[src/rtl/instr_fetch_unit.sv]
// Instruction fetch stage: holds the PC, issues one ROM word read per cycle and
// buffers returned words in a 2-entry FIFO toward decode; jumps flush and redirect.
module instr_fetch_unit #(
   parameter int unsigned ADDR_WIDTH = 12,
   parameter int unsigned DATA_WIDTH = 32,
   parameter logic [31:0] BOOT_ADDR  = 32'h0
) (
   input  logic                  clk,
   input  logic                  rst,
   output logic [ADDR_WIDTH-1:0] rom_addr,
   input  logic [DATA_WIDTH-1:0] rom_rdata,
   output logic [DATA_WIDTH-1:0] instr_o,
   output logic [31:0]           instr_addr_o,
   output logic                  instr_valid_o,
   input  logic                  instr_ready_i,
   input  logic                  jmp_i,
   input  logic [31:0]           jmp_addr_i
);

   logic [31:0]           fetch_pc_q, fetch_pc_d;
   logic                  inflight_q, inflight_d;
   logic [31:0]           inflight_addr_q, inflight_addr_d;
   logic [DATA_WIDTH-1:0] fifo_data_q [2];
   logic [31:0]           fifo_addr_q [2];
   logic                  rd_ptr_q, rd_ptr_d;
   logic [1:0]            count_q, count_d;

   logic [31:0] jmp_target;
   logic        pop;
   logic        push;
   logic        has_space;
   logic [1:0]  occupancy;
   logic        wr_idx;

   assign jmp_target    = jmp_addr_i & ~32'h3;
   assign instr_valid_o = (count_q != 2'd0);
   assign instr_o       = fifo_data_q[rd_ptr_q];
   assign instr_addr_o  = fifo_addr_q[rd_ptr_q];
   assign pop           = instr_valid_o & instr_ready_i;
   assign push          = inflight_q & ~jmp_i;

   // Entries already held or promised, after this cycle's pop; never exceeds 2.
   assign occupancy = count_q + 2'(inflight_q) - 2'(pop);
   assign has_space = (occupancy < 2'd2);
   assign wr_idx    = rd_ptr_q ^ count_q[0];

   always_comb begin
      if (rst) begin
         rom_addr = BOOT_ADDR[ADDR_WIDTH+1:2];
      end else if (jmp_i) begin
         rom_addr = jmp_target[ADDR_WIDTH+1:2];
      end else begin
         rom_addr = fetch_pc_q[ADDR_WIDTH+1:2];
      end
   end

   always_comb begin
      fetch_pc_d      = fetch_pc_q;
      inflight_d      = 1'b0;
      inflight_addr_d = inflight_addr_q;
      count_d         = count_q;
      rd_ptr_d        = rd_ptr_q;
      if (jmp_i) begin
         // Redirect always issues; the response arriving this cycle is stale.
         fetch_pc_d      = jmp_target + 32'd4;
         inflight_d      = 1'b1;
         inflight_addr_d = jmp_target;
         count_d         = 2'd0;
         rd_ptr_d        = 1'b0;
      end else begin
         if (has_space) begin
            fetch_pc_d      = fetch_pc_q + 32'd4;
            inflight_d      = 1'b1;
            inflight_addr_d = fetch_pc_q;
         end
         count_d  = count_q + 2'(push) - 2'(pop);
         rd_ptr_d = rd_ptr_q ^ pop;
      end
   end

   always_ff @(posedge clk) begin
      if (rst) begin
         fetch_pc_q      <= BOOT_ADDR;
         inflight_q      <= 1'b0;
         inflight_addr_q <= 32'h0;
         count_q         <= 2'd0;
         rd_ptr_q        <= 1'b0;
         for (int i = 0; i < 2; i++) begin
            fifo_data_q[i] <= '0;
            fifo_addr_q[i] <= 32'h0;
         end
      end else begin
         fetch_pc_q      <= fetch_pc_d;
         inflight_q      <= inflight_d;
         inflight_addr_q <= inflight_addr_d;
         count_q         <= count_d;
         rd_ptr_q        <= rd_ptr_d;
         if (push) begin
            fifo_data_q[wr_idx] <= rom_rdata;
            fifo_addr_q[wr_idx] <= inflight_addr_q;
         end
      end
   end

endmodule
[config.mk]
export PLATFORM = sky130hd
export DESIGN_NAME = instr_fetch_unit
export DESIGN_NICKNAME = d
export VERILOG_FILES = /design/src/rtl/instr_fetch_unit.sv
export SDC_FILE = /design/constraint.sdc
export NUM_CORES = 1
export LEC_CHECK = 0
export CAP_MARGIN = 15
export CORE_MARGIN = 8
export CORE_UTILIZATION = 56
export CTS_BUF_LIST = sky130_fd_sc_hd__clkbuf_4
export DETAILED_ROUTE_END_ITERATION = 7
export GPL_ROUTABILITY_DRIVEN = 0
export PLACE_DENSITY = 0.83
export SYNTH_ARGS = -nofsm -noshare
export SYNTH_HDL_FRONTEND = slang
export SYNTH_SLANG_ARGS = --single-unit
export TNS_END_PERCENT = 10
[constraint.sdc]
create_clock -name clk -period 9.3 [get_ports clk]
set_input_delay 1.86 -clock clk [delete_from_list [all_inputs] [get_ports clk]]
set_output_delay 1.86 -clock clk [all_outputs]
set_load 0.02 [all_outputs]
==> impl_metrics.ini <==
[outcome]
status = complete, no violations

[global_route]
grt_usage_pct = 20.12
grt_pass1_vias = 6349
grt_first_pass_wirelength_mm = 32.60
antenna_found_initial = 0
grt_max_degree = 71
grt_overflow = 0

[worst_setup_path]
crit_chain = buf_2, buf_4, nand2_1, a21boi_0, nor2_1, clkdlybuf4s50_1
reg2reg_depth = 7
crit_arrival_ns = 4.22
critical_path_class = in2out
max_stage_delay_ns = 0.65
crit_fanout = 62
required_ns = 7.44
endpoint_kind = primary output
crit_path_start_kind = input port
crit_slowest_cell = buf_4
crit_buf_inv = 3
crit_cells = 6
critPathTopFamily = buffers and inverters

[cells_and_area]
insertedDiodeCount = 0
drive_gt1_share_pct = 14.05
area_delta_synth_final_pct = 19.39
n_fill_cell = 1338
nets = 1011

[floorplan]
die_w_um = 144.3
start_util_pct = 56.35
num_rows = 47
dieHeight_um = 144.3
ioPinCount = 145
dieArea_mm2 = 0.02081
fp.coreArea_mm2 = 0.01635

[power]
p_seq_share_pct = 59.0
leakagePower_nw = 4.167
swShare_pct = 25.17
power_frac_comb_pct = 14.0
p_clk_share_pct = 27.0
peakVddDrop_uv = 76.29
p_int_w = 0.001213
p_switching_w = 0.0004080
power.density_mw_per_mm2 = 147.3

[clock_network]
cts_tree = yes
clockBufferDepth = 2
hold_buffers = 0
htree_levels = 4
cts_setup_buffers = 0
cts_resized = 0
cts_made_buffers = 17
cts-root-buf = clkbuf_4
clock_sinks = 188
clkTransAtPathRegs_ns = 0.13
clock_latency_ns = 0.55

[timing]
grt_setup_unrepaired = no
fmax_ghz = 0.1646
hold-worst-slack_ns = 0.4747
finClkSkew_ns = 0.02166
max-slew-margin-rel_pct = 42.44
post-route-period-util_pct = 65.33
setup-violations-final = 0
tns_ns = 0
tightest_slew_ns = 0.8634
fin_crit_ns = 6.076
finalMaxSlewViolations = 0
hold_violations = 0

[route]
drc = 0
wire_per_inst_um = 17.51
postRouteAntennaNets = 0
vias = 6569
drt-met1-wl_mm = 9.247
drt-initial-drc-count = 495
dr_wl_met3_mm = 1.349
top_layer_used = met4
dr_wl_met2_mm = 9.702
wirelength_mm = 20.55
vias_per_cell = 5.595
firstDrtPassIters = 5

[run]
drv_cap = 0

[synthesis]
syn_area_mm2 = 0.009213
yosysWarningCount = 0
async_flop_share_pct = 0
ys_seq_area_share_pct = 54.33
synthTopCellsByArea = edfxtp_1 (40%), dfxtp_1 (14%), and2_1 (9.0%)
synth.largest_area_cell = edfxtp_1
ys_seq_elements = 188
yosys_most_used_dff = edfxtp_1
synth_edf_count = 124
synth_cells = 827
avgSynthCellArea_um2 = 11.14
ys_types = 64
synth_top_cell_area_share_pct = 40.42

[placed_design]
port_buffers = 140
dp_hpwl_mm = 13.77

[worst_hold_path]
holdPathStages = 2
hold_class = reg2reg
## layout make-up
type	count	area [um^2]	area share, %
tap	220	275.3	2.503
clock inverter	11	120.1	1.092
timing repair buffer	149	1459	13.26
clock buffer	21	157.7	1.433
inverter	9	33.78	0.3071
multi-input combinational	576	3948	35.89
sequential	188	5006	45.51
## final timing paths
| check | startpoint | endpoint | slack [ns] |
|---|---|---|---|
| setup / recovery | jmp_i | rom_addr[8] | 3.22 |
| hold / removal | inflight_addr_q[15] | inflight_addr_q[15] | 0.47 |
| setup reg to reg | count_q[0] | fetch_pc_q[6] | 6.83 |
| hold reg to reg | inflight_addr_q[15] | inflight_addr_q[15] | 0.47 |
## logic make-up after synthesis
family / count (synthesis) / synth area share (%)
AOI/OAI and AO/OA: 112 / 8.271
buffers and inverters: 64 / 3.287
other: 1 / 0.04071
adders and majority gates: 2 / 0.2716
and+or+nand+nor: 355 / 21.65
muxes: 91 / 10.82
xor gates and xnor gates: 14 / 1.331
DFF: 188 / 54.33
## power by group through the flow
stage | clock network, W | registers [W] | logic (W)
finish | 0.000437 | 0.000956 | 0.000228
global route | 0.000477 | 0.000962 | 0.000245
CTS | 0.000452 | 0.000956 | 0.000229
detailed placement | 0 | 0.000975 | 0.000228
global placement | 0 | 0.000972 | 0.000224
floorplan | 0 | 0.000972 | 0.000130
## registers in the layout, summed over array words and instances, names as in the netlist
| signal | count |
|---|---|
| count_q | 2 |
| fetch_pc_q | 30 |
| fifo_addr_q | 60 |
| fifo_data_q | 64 |
| inflight_addr_q | 30 |
| inflight_q | 1 |
| rd_ptr_q | 1 |
## metal layers
layer	up-vias	track usage, %
met3	23	4.325
met4	0	6.627
met5	-	0
met2	204	33.15
li1	3206	-
met1	3136	25.92
## cell usage after synthesis (3+ instances only)
cell type  instances
o311ai_0           3
buf_4              3
a22o_1             3
nand4_1           13
and4_1             4
a211oi_1          16
nand3_1           27
edfxtp_1         124
nor2_1            57
a21oi_1           28
nor3_2             3
and2_1           132
inv_1              9
o211a_1            3
a31oi_1            4
nor3_1            20
buf_6              4
o2111ai_1          4
o21ai_0           24
dfxtp_1           64
mux2_2            69
or2_2              3
mux2i_1           22
nand2_1           62
a21boi_0           5
buf_2             16
nand4b_1           4
nor2b_1            5
o211ai_1           5
xor2_1             5
clkbuf_1          29
a22oi_1            3
xnor2_1            9
nand3b_1           3
and3_1             4
## cells in the final DEF, fill, tap and decap left out, drive strengths merged, types with 3 or more instances in the layout
cell           count
o311ai             3
dfxtp             64
a21oi             28
inv               13
o2111ai            4
o211a              3
and2             132
nor2              57
and3               4
a22oi              4
clkdlybuf4s50    138
nor3              23
and4               4
buf               11
nand2             62
nand4b             4
clkinv             5
mux2              69
nand3b             5
edfxtp           124
a22o               3
xor2               5
a31oi              4
nand3             29
or2                4
a211oi            16
nand4             14
xnor2              9
mux2i             22
o21ai             26
a21boi             5
o211ai             5
clkbuf            21
nor2b              5
## tightest hold or removal path, stage by stage, from the launching register on
cell,delay [ns]
dfxtp_1,0.34
nand2_1,0.05
a21oi_1,0.05
## stage by stage
stage	worst slack, ns	instances	cell area (um^2)	util [%]	total power [W]
3_5_place_dp	3.268	1142	10720	65.58	0.001203
6_report	3.224	1174	11000	67.28	0.001621
3_3_place_gp	3.281	1142	10720	65.58	0.001196
5_1_grt	3.118	1174	11000	67.28	0.001684
4_1_cts	3.270	1174	11000	67.28	0.001637
2_1_floorplan	1.750	828	9216	-	0.001102
No activity file was read; power rests on OpenSTA's default activity.
